<file path="config.mk">
export PLATFORM = sky130hd
export DESIGN_NAME = button_press_encoder
export DESIGN_NICKNAME = d
export VERILOG_FILES = /design/src/rtl/button_press_encoder.sv
export SDC_FILE = /design/constraint.sdc
export NUM_CORES = 1
export LEC_CHECK = 0
export CORE_MARGIN = 2
export CORE_UTILIZATION = 35
export DETAILED_ROUTE_END_ITERATION = 10
export PLACE_DENSITY = 0.58
export RECOVER_POWER = 50
export SYNTH_ARGS = -nofsm -noshare
export SYNTH_HDL_FRONTEND = slang
export SYNTH_SLANG_ARGS = --single-unit
</file>
<file path="constraint.sdc">
create_clock -name osc_clk -period 2.1 [get_ports osc_clk]
set_input_delay 0.42 -clock osc_clk [delete_from_list [all_inputs] [get_ports osc_clk]]
set_output_delay 0.42 -clock osc_clk [all_outputs]
set_load 0.01 [all_outputs]
</file>
<file path="src/rtl/button_press_encoder.sv">
// Button front end for the memory game: synchronise, debounce, detect rising edges, emit indexed press events.
// Optional seed capture is enabled with `define BTN_SEED_CAPTURE_EN.
module button_press_encoder #(
   parameter int DEBOUNCE_CYCLES = 500000,
   parameter int CNT_W           = 20
) (
   input  logic       osc_clk,
   input  logic       reset_n,
   input  logic [3:0] button,
   input  logic       press_ready,
   output logic       press_valid,
   output logic [1:0] press_idx,
   output logic [3:0] btn_level,
   output logic       multi_press,
   output logic       overrun
`ifdef BTN_SEED_CAPTURE_EN
   ,
   output logic [7:0] seed
`endif
);

   localparam logic [CNT_W-1:0] CNT_LAST = CNT_W'(DEBOUNCE_CYCLES - 1);

   logic [3:0]       sync1;
   logic [3:0]       sync2;
   logic [3:0]       level_d;
   logic [3:0]       rise;
   logic [CNT_W-1:0] cnt [4];
   logic [1:0]       low_idx;
   logic             multi;
   logic             load;

   // Two-flop synchroniser for the asynchronous raw buttons.
   always_ff @(posedge osc_clk or negedge reset_n) begin
      if (!reset_n) begin
         sync1 <= '0;
         sync2 <= '0;
      end else begin
         sync1 <= button;
         sync2 <= sync1;
      end
   end

   // A level change is accepted only after DEBOUNCE_CYCLES consecutive mismatching samples.
   always_ff @(posedge osc_clk or negedge reset_n) begin
      if (!reset_n) begin
         btn_level <= '0;
         for (int i = 0; i < 4; i++) begin
            cnt[i] <= '0;
         end
      end else begin
         for (int i = 0; i < 4; i++) begin
            if (sync2[i] == btn_level[i]) begin
               cnt[i] <= '0;
            end else if (cnt[i] == CNT_LAST) begin
               btn_level[i] <= sync2[i];
               cnt[i]       <= '0;
            end else begin
               cnt[i] <= cnt[i] + CNT_W'(1);
            end
         end
      end
   end

   always_ff @(posedge osc_clk or negedge reset_n) begin
      if (!reset_n) begin
         level_d <= '0;
      end else begin
         level_d <= btn_level;
      end
   end

   assign rise = btn_level & ~level_d;
   assign load = (rise != 4'b0000) && (!press_valid || press_ready);

   always_comb begin
      low_idx = 2'd0;
      multi   = ($countones(rise) > 1);
      if (rise[0]) begin
         low_idx = 2'd0;
      end else if (rise[1]) begin
         low_idx = 2'd1;
      end else if (rise[2]) begin
         low_idx = 2'd2;
      end else if (rise[3]) begin
         low_idx = 2'd3;
      end
   end

   // Single-entry event register; a rise that finds it occupied and stalled is dropped.
   always_ff @(posedge osc_clk or negedge reset_n) begin
      if (!reset_n) begin
         press_valid <= 1'b0;
         press_idx   <= 2'd0;
         multi_press <= 1'b0;
         overrun     <= 1'b0;
      end else begin
         multi_press <= multi;
         overrun     <= 1'b0;
         if (load) begin
            press_valid <= 1'b1;
            press_idx   <= low_idx;
         end else if (rise != 4'b0000) begin
            overrun <= 1'b1;
         end else if (press_ready) begin
            press_valid <= 1'b0;
         end
      end
   end

`ifdef BTN_SEED_CAPTURE_EN
   logic [7:0] free_cnt;

   // Seed is the free-running count at the moment a press is accepted.
   always_ff @(posedge osc_clk or negedge reset_n) begin
      if (!reset_n) begin
         free_cnt <= 8'd0;
         seed     <= 8'd0;
      end else begin
         free_cnt <= free_cnt + 8'd1;
         if (load) begin
            seed <= free_cnt;
         end
      end
   end
`endif

endmodule

</file>
==> impl_metrics.csv, run 1 <==
group,metric,value,unit
clock_tree,clkTransAtPathRegs,0.07,ns
place,globalplace.congestion,0.820,
floorplan,dieWidth,122,um
finish,post-route-util,42.4,%
clock_tree,cts_setup_buffers,0,
detailed_routing,wl_met3,302,um
pwr,p_leak,0.00222,uW
clock_tree,clock-root-buffer,"clkbuf_16",
sta,finalMaxSlewViolations,0,
yosys,netlist_area,0.00484,mm^2
yosys,synthTopCellsByArea,"dfrtp_1 52%, xnor2_1 9.4%, nor2_1 6.5%, nand4_1 3.5%, nand3_1 2.9%",
finish,drive_above_1_share,10.5,%
detailed_routing,via_count,3519,
setup_path,rrSetupSlack,0.13,ns
finish,postLayoutCellArea,0.00565,mm^2
detailed_routing,wl_per_cell,13.7,um
yosys,synth_nets,486,
hold_path,hold_path_class,"primary input to asynchronous set/reset pin",
pwr,pwr-share-seq,50.4,%
detailed_routing,ant_nets,0,
setup_path,endpoint_kind,"flip-flop",
clock_tree,tritoncts,"yes",
floorplan,die_area,0.0148,mm^2
clock_tree,clkSinkCount,101,
setup_path,worstReg2RegEnd,"btn_level[1]",
yosys,ys_types,46,
setup_path,r2r-start,"cnt[52]",
pwr,swShare,20.6,%
detailed_routing,vias_per_cell,5.09,
global_route,grt_use_total,14.2,%
floorplan,start_util,36.2,%
detailed_routing,drc,0,
sta,tns,0,ns
detailed_routing,m1WireLength,4600,um
yosys,ys_ff_latch,101,
clock_tree,numCtsBuffers,9,
setup_path,critical_path_peak_fanout,5,
sta,fin_crit_sh,93.9,%
yosys,seq_area_frac_synth,52.2,%
global_route,grt_pass1_wl,16800,um
pwr,p_int,3150,uW
global_route,grt_start_max_net_pins,35,
global_route,grt-ovfl-total,0,
sta,worst_hold_slack,0.181,ns
sta,max_slew_margin,42.8,%
floorplan,coreArea,0.0133,mm^2
finish,syn_to_final_growth,16.8,%
sta,fin_skew,0.00849,ns
yosys,synth_edf_count,0,
pwr,power.share.combinational,3.2,%
sta,clock.fmax,507,MHz
yosys,synthTopCellsByCount,"101 x dfrtp_1, 84 x nor2_1, 52 x xnor2_1, 28 x nand3_1, 27 x nand4_1",
yosys,yosysTopAreaCellShare,52.2,%
clock_tree,cts_resized,0,
global_route,grt_antenna_before_repair,0,
job,maxCapViolCount,0,
place,dpl_cell_area,0.00534,mm^2
yosys,synth.most_common_cell,"dfrtp_1",
pwr,powerDensity,702,mW/mm^2
detailed_routing,drt_iter0_drc,277,
clock_tree,htreeDepth,3,
floorplan,fp.dieH,122,um
setup_path,cp_data_arrival_time,2.20,ns
yosys,avgSynthCellArea,10.2,um^2
yosys,synth_top_cell_by_area,"dfrtp_1",
yosys,ys_warn_count,0,
detailed_routing,wirelength,9450,um
yosys,synthArstFlopShare,100,%
setup_path,crit_type,"flip-flop to flip-flop",
sta,min_period,1.97,ns
detailed_routing,dr_wl_met2,4410,um
setup_path,cp-startpoint,"cnt[52]",
setup_path,worst-r2r-cell-count,4,
floorplan,num_rows,42,
place,hpwl,6550,um
setup_path,setup.worst_path.start_class,"flip-flop",
place,io_buffers,15,
detailed_routing,drt_pass1_iterations,4,
sta,hold_viol,0,
run_status,status,"completed",
yosys,synthCells,473,
finish,final_cells,691,
finish,diodes,0,
setup_path,cp.required,2.33,ns
pwr,vdd_drop_max,0.421,mV
global_route,grt_pass1_vias,3583,
sta,setup_viol,0,
yosys,ys.flop_type,"dfrtp_1",
clock_tree,cts_buffer_depth,2,
pwr,power_frac_clock,46.5,%
sta,worst_pin_slew,0.858,ns
sta,rsz0062_at_grt,"no",
detailed_routing,top_layer_used,"met4",
finish,nNetsFinal,524,
clock_tree,insertion_delay,0.35,ns
clock_tree,hold_buffers,0,
place,placed_cells,676,
pwr,p_switching,818,uW
floorplan,io_pins,16,
-- worst max-delay path, cell delays in order, from the launching register on --
cell     delay, ns
dfrtp_1       0.42
or4_1         0.54
or3_4         0.43
nor2_2        0.13
mux2_2        0.34
-- worst max-delay path by stage --
| stage | end | cells after the start |
|---|---|---|
| 3_3_place_gp | btn_level[1] | 4 |
| 2_1_floorplan | btn_level[1] | 4 |
| 5_1_grt | btn_level[2] | 5 |
| 6_report | btn_level[1] | 4 |
| 4_1_cts | btn_level[1] | 4 |
| 3_5_place_dp | btn_level[1] | 4 |
-- stage by stage --
stage | setup slack, ns | power, uW
global placement | 0.119 | 2170
floorplan | 0.196 | 2090
finish | 0.128 | 3970
detailed placement | 0.107 | 2180
CTS | 0.0898 | 4040
global route | 0.0275 | 4120
-- routing by layer --
| metal | global-route usage (%) | vias up |
|---|---|---|
| met1 | 18.7 | 1720 |
| met5 | 0 | - |
| met3 | 3.28 | 14 |
| met2 | 23.0 | 53 |
| li1 | - | 1732 |
| met4 | 4.96 | 0 |
-- logic make-up after synthesis --
group | synth area share (%)
and+or+nand+nor | 26.4
xor gates and xnor gates | 11.4
adders and majority gates | 1.71
DFF | 52.2
buffers and inverters | 2.35
AOI/OAI and AO/OA | 3.91
muxes | 1.99
-- placed cells by master, fill, tap and decap left out, drive strengths merged, types with 2 or more instances in the layout --
cell / count
and3: 5
o21ai: 7
clkdlybuf4s50: 10
a21boi: 2
o21bai: 2
nor3: 19
and4: 5
nor4: 21
nor2: 84
xor2: 11
xnor2: 52
clkbuf: 16
buf: 16
and2: 3
o31ai: 3
dlygate4sd3: 4
inv: 19
mux2i: 4
nor4b: 5
ha: 5
or4: 5
nand2: 18
nand2b: 6
nand4: 29
or3: 6
nand3: 28
bufinv: 2
mux2: 5
a31o: 2
a21oi: 10
dfrtp: 101
-- power groups by stage --
| stage | registers (uW) | clock network (uW) | logic, uW |
|---|---|---|---|
| after floorplan | 2030 | 0 | 61.0 |
| after global placement | 2040 | 0 | 137 |
| after detailed placement | 2040 | 0 | 141 |
| after CTS | 2000 | 1900 | 142 |
| after global routing | 2000 | 1970 | 148 |
| final | 2000 | 1840 | 125 |
-- final cells by class --
type | instances | area (um^2)
fillers | 1307 | 7690
flip-flops and latches | 101 | 2530
multi-input cells | 346 | 2210
repair buffers | 34 | 292
clock buffers | 12 | 267
well taps | 176 | 220
inverters | 19 | 71.3
clock inverters | 3 | 67.6
-- registers in the layout (all words and copies together) (netlist names) --
name / cells
press_valid: 1
cnt: 80
sync2: 4
press_idx: 2
multi_press: 1
overrun: 1
level_d: 4
btn_level: 4
sync1: 4
No activity file was read; power rests on OpenSTA's default activity.
==> inputs of run 2 (changes only) <==
--- a/config.mk
+++ b/config.mk
@@ -8,6 +8,7 @@
 export CORE_MARGIN = 2
 export CORE_UTILIZATION = 35
 export DETAILED_ROUTE_END_ITERATION = 10
+export MAX_ROUTING_LAYER = met4
 export PLACE_DENSITY = 0.58
 export RECOVER_POWER = 50
 export SYNTH_ARGS = -nofsm -noshare
==> constraint.sdc (replaced) <==
create_clock -name osc_clk -period 2.1 [get_ports osc_clk]
set_input_delay 0.63 -clock osc_clk [delete_from_list [all_inputs] [get_ports osc_clk]]
set_output_delay 0.63 -clock osc_clk [all_outputs]
set_load 0.01 [all_outputs]
==> run 2 against run 1 <==
Net effect: die area is the same; combinational power grew 5%; clock-buffer cell count shrank 2; cell count grew 0.43%; core utilization shrank 0.15 points; global-route usage grew 0.35 points; non-clock buffer count grew 2; worst hold slack gained 0.17 ns; critical path type is now flip-flop to output port; largest power group unchanged.
==> impl_metrics.csv, run 2 (synthesized netlist as in run 1, its figures left out) <==
group,metric,value,unit
setup_path,path_buf_inv,1,
pwr,powerDensity,666,mW/mm^2
finish,syn_to_final_growth,16.4,%
setup_path,rrSetupSlack,0.09,ns
clock_tree,htreeDepth,3,
floorplan,dieWidth,122,um
finish,regMostFlops,"cnt",
clock_tree,clkSinkCount,101,
setup_path,slowest_delay,0.58,ns
pwr,p_leak,0.00219,uW
setup_path,worst-r2r-cell-count,4,
setup_path,path_depth,1,
sta,setup_ws,0.0877,ns
finish,fillers,1317,
place,io_buffers,15,
finish,final_common_cell,"dfrtp_1",
clock_tree,insertion_delay,0.35,ns
hold_path,holdPathStages,0,
sta,fin_crit_sh,95.8,%
floorplan,coreArea,0.0133,mm^2
global_route,grt_start_max_net_pins,38,
setup_path,cp_slowest_cell,"clkdlybuf4s50_1",
sta,max_slew_margin,6.40,%
place,placed_cells,678,
detailed_routing,wl_per_cell,13.6,um
sta,tns,0,ns
job,maxCapViolCount,0,
setup_path,crit_type,"flip-flop to output port",
clock_tree,numCtsBuffers,9,
floorplan,io_pins,16,
place,globalplace.congestion,0.851,
clock_tree,tritoncts,"yes",
place,hpwl,6800,um
setup_path,setup.worst_path.start_class,"flip-flop",
clock_tree,cts_buffer_depth,2,
setup_path,endpoint_kind,"output port",
sta,rsz0062_at_grt,"no",
floorplan,fp.dieH,122,um
hold_path,hold_path_class,"flip-flop to flip-flop",
sta,hold_viol,0,
finish,largest_register_ff_count,80,
sta,fin_skew,0.00702,ns
setup_path,cp.required,1.47,ns
detailed_routing,drt_iter0_drc,179,
detailed_routing,drc,0,
finish,layout_common_cells,"101 x dfrtp_1, 84 x nor2_1, 52 x xnor2_1",
detailed_routing,wirelength,9460,um
global_route,grt_antenna_before_repair,0,
sta,worst_pin_slew,1.40,ns
pwr,vdd_drop_max,0.389,mV
detailed_routing,via_count,3485,
setup_path,critical_path_peak_fanout,5,
detailed_routing,vias_per_cell,5.02,
sta,clock.fmax,497,MHz
finish,final_cells,694,
finish,drive_above_1_share,10.8,%
run_status,status,"completed",
detailed_routing,ant_nets,0,
global_route,grt-ovfl-total,0,
clock_tree,clkTransAtPathRegs,0.07,ns
floorplan,num_rows,42,
sta,setup_viol,0,
global_route,grt_pass1_vias,3495,
setup_path,path_delay_family,"buffers and inverters",
setup_path,path_cells,"clkdlybuf4s50_1",
finish,diodes,0,
clock_tree,cts_setup_buffers,0,
floorplan,die_area,0.0148,mm^2
global_route,grt_use_total,14.5,%
clock_tree,hold_buffers,0,
global_route,grt_pass1_wl,16600,um
finish,nNetsFinal,526,
setup_path,cp_data_arrival_time,1.38,ns
place,post-place-ws,0.105,ns
clock_tree,clock-root-buffer,"clkbuf_16",
detailed_routing,drt_pass1_iterations,4,
clock_tree,cts_resized,0,
sta,min_period,2.01,ns
floorplan,start_util,36.2,%
sta,finalMaxSlewViolations,0,
==> run 2: changes by cell type in the layout (fill, tap and decap cells not counted), moves of 2 or more <==
cell / change
clkinv_4: +2
bufinv_16: -2
clkbuf_8: -2
clkbuf_2: -2
buf_4: +2
inv_6: +2
==> run 2: cell type report <==
cell class / instances / area [um^2] / share of cell area [%]
Clock inverter: 6 / 53.8 / 0.955
Timing Repair Buffer: 36 / 324 / 5.75
Inverter: 19 / 71.3 / 1.27
Tap cell: 176 / 220 / 3.91
Multi-Input combinational cell: 346 / 2200 / 39.0
Sequential cell: 101 / 2530 / 44.9
Clock buffer: 10 / 239 / 4.24
==> run 2: metrics by stage <==
step / hold WS (ns) / area (um^2) / utilization (%) / total power, uW
global route: 0.371 / 5630 / 42.2 / 3920
detailed placement: 0.335 / 5360 / 40.1 / 2180
global placement: 0.334 / 5360 / 40.1 / 2180
CTS: 0.194 / 5650 / 42.3 / 3820
floorplan: 0.331 / 4840 / - / 2090
finish: 0.353 / 5630 / 42.2 / 3750
==> run 2: path summary, 6_finish.rpt <==
kind	startpoint	endpoint
worst min-delay path	sync1[1]	sync2[1]
worst min register to register	sync1[1]	sync2[1]
worst max register to register	cnt[52]	btn_level[1]
max in group asynchronous	reset_n	cnt[4]
min in group asynchronous	reset_n	cnt[38]
worst max-delay path	btn_level[1]	btn_level[1]
==> run 2: where the power goes <==
| group | switching [uW] | internal (uW) |
|---|---|---|
| logic | 83.0 | 47.8 |
| clock network | 765 | 857 |
| registers | 29.0 | 1970 |
==> run 2: per-layer routing <==
layer | track usage [%] | up-vias | share of wire (%)
li1 | - | 1744 | -
met1 | 18.7 | 1685 | 48
met2 | 23.1 | 46 | 47
met3 | 3.37 | 10 | 3.2
met4 | 4.09 | 0 | 1.1
met5 | - | - | 0
==> inputs of run 3 (changes only) <==
--- a/config.mk
+++ b/config.mk
@@ -5,11 +5,11 @@
 export SDC_FILE = /design/constraint.sdc
 export NUM_CORES = 1
 export LEC_CHECK = 0
-export CORE_MARGIN = 2
+export CORE_MARGIN = 4
 export CORE_UTILIZATION = 35
 export DETAILED_ROUTE_END_ITERATION = 10
 export MAX_ROUTING_LAYER = met4
-export PLACE_DENSITY = 0.58
+export PLACE_DENSITY = 0.59
 export RECOVER_POWER = 50
 export SYNTH_ARGS = -nofsm -noshare
 export SYNTH_HDL_FRONTEND = slang
==> run 3 against run 2 <==
Net effect: combinational power down 5%; worst hold slack worse by 0.0010 ns; via count down 0.43%; clock skew down 0.00091 ns; power up 5.3%; clock power up 13%; critical path depth unchanged; critical path type unchanged; largest power group unchanged.
==> impl_metrics.csv, run 3 (synthesized netlist as in run 1, its figures left out) <==
group,metric,value,unit
run_status,status,"completed",
setup_path,crit_type,"flip-flop to output port",
place,io_buffers,15,
setup_path,r2r-start,"cnt[52]",
sta,setup_viol,0,
pwr,p_total,3950,uW
floorplan,die_area,0.0158,mm^2
detailed_routing,via_count,3470,
hold_path,hold_start,"sync1[1]",
global_route,grt-ovfl-total,0,
place,hpwl,6480,um
setup_path,cp.required,1.47,ns
detailed_routing,wirelength,9370,um
sta,max_slew_margin,9.16,%
detailed_routing,drt_pass1_iterations,4,
floorplan,coreArea,0.0134,mm^2
detailed_routing,wl_met3,289,um
setup_path,rrSetupSlack,0.18,ns
finish,final_common_cell,"dfrtp_1",
setup_path,worst-r2r-cell-count,4,
pwr,p_leak,0.00222,uW
global_route,grt_pass1_wl,16500,um
setup_path,setup.worst_path.start_class,"flip-flop",
sta,hold_viol,0,
finish,diodes,0,
clock_tree,htreeDepth,3,
setup_path,path_delay_family,"buffers and inverters",
setup_path,cp_data_arrival_time,1.40,ns
place,dpl_cell_area,0.00532,mm^2
floorplan,fp.dieH,126,um
setup_path,slowest_delay,0.58,ns
detailed_routing,ant_nets,0,
clock_tree,numCtsBuffers,9,
setup_path,cp_slowest_cell,"clkdlybuf4s50_1",
sta,finalMaxSlewViolations,0,
setup_path,path_buf_inv,1,
setup_path,endpoint_kind,"output port",
sta,min_period,2.03,ns
finish,nNetsFinal,524,
setup_path,critical_path_peak_fanout,5,
finish,layout_common_cells,"101 x dfrtp_1, 84 x nor2_1, 52 x xnor2_1",
sta,worst_pin_slew,1.36,ns
global_route,grt_start_max_net_pins,102,
floorplan,num_rows,42,
finish,syn_to_final_growth,16.7,%
pwr,powerDensity,700,mW/mm^2
global_route,grt_pass1_vias,3425,
floorplan,io_pins,16,
sta,tns,0,ns
detailed_routing,dr_wl_met2,4490,um
clock_tree,cts_buffer_depth,2,
clock_tree,clkSinkCount,101,
job,maxCapViolCount,0,
sta,fin_skew,0.00611,ns
sta,clock.fmax,493,MHz
sta,rsz0062_at_grt,"no",
finish,postLayoutCellArea,0.00564,mm^2
clock_tree,cts_setup_buffers,0,
detailed_routing,vias_per_cell,5.01,
global_route,grt_antenna_before_repair,0,
clock_tree,insertion_delay,0.35,ns
detailed_routing,drc,0,
floorplan,dieWidth,126,um
pwr,vdd_drop_max,0.470,mV
detailed_routing,wl_per_cell,13.5,um
place,globalplace.congestion,0.807,
finish,regMostFlops,"cnt",
clock_tree,clock-root-buffer,"clkbuf_16",
hold_path,min_to,"sync2[1]",
clock_tree,clkTransAtPathRegs,0.07,ns
detailed_routing,top_layer_used,"met4",
clock_tree,tritoncts,"yes",
setup_path,path_cells,"clkdlybuf4s50_1",
global_route,grt_use_total,13.1,%
floorplan,start_util,36.1,%
setup_path,worstReg2RegEnd,"btn_level[1]",
hold_path,holdPathStages,0,
finish,largest_register_ff_count,80,
detailed_routing,drt_iter0_drc,216,
detailed_routing,m1WireLength,4470,um
finish,drive_above_1_share,10.7,%
sta,fin_crit_sh,96.6,%
hold_path,hold_path_class,"flip-flop to flip-flop",
run 3: repair_timing:
item                       4_1_cts  5_1_grt
setup endpoints to repair        0        1
hold buffers                     0        0
resized for setup                0        1
run 3: worst max-delay path by stage:
stage / from / endpoint / slack (ns) / cells after the start
6_report: btn_level[3] / btn_level[3] / 0.07 / 1
5_1_grt: btn_level[3] / btn_level[3] / 0.006 / 1
4_1_cts: btn_level[3] / btn_level[3] / 0.04 / 1
3_5_place_dp: press_ready / press_idx[0] / 0.14 / 4
3_3_place_gp: press_ready / press_idx[0] / 0.15 / 4
2_1_floorplan: cnt[52] / btn_level[1] / 0.20 / 4
run 3: cell type report:
type                    instances  area [um^2]
flip-flops and latches        101         2530
clock buffers                   9          225
multi-input cells             346         2210
fillers                      1298         7760
clock inverters                 7          104
well taps                     176          220
repair buffers                 34          290
inverters                      19         71.3
run 3: per-stage QoR:
stage / setup WS, ns / std cells / hold slack [ns] / util [%]
after CTS: 0.0400 / 692 / 0.353 / 42.1
after global routing: 0.00643 / 692 / 0.357 / 42.1
after global placement: 0.152 / 676 / 0.332 / 39.7
final: 0.0720 / 692 / 0.352 / 42.1
after floorplan: 0.196 / 473 / 0.331 / -
after detailed placement: 0.136 / 676 / 0.336 / 39.7
run 3: routing by layer:
metal	up-vias	track usage, %
met5	-	-
met4	0	4.40
met3	10	3.11
met2	44	20.0
met1	1675	17.1
li1	1741	-
run 3: report_power, final:
group          internal (uW)  switching (uW)  total (uW)
registers               1970            28.4        2000
logic                   43.3            81.5         125
clock network           1060             766        1830
total                   3080             876        3950
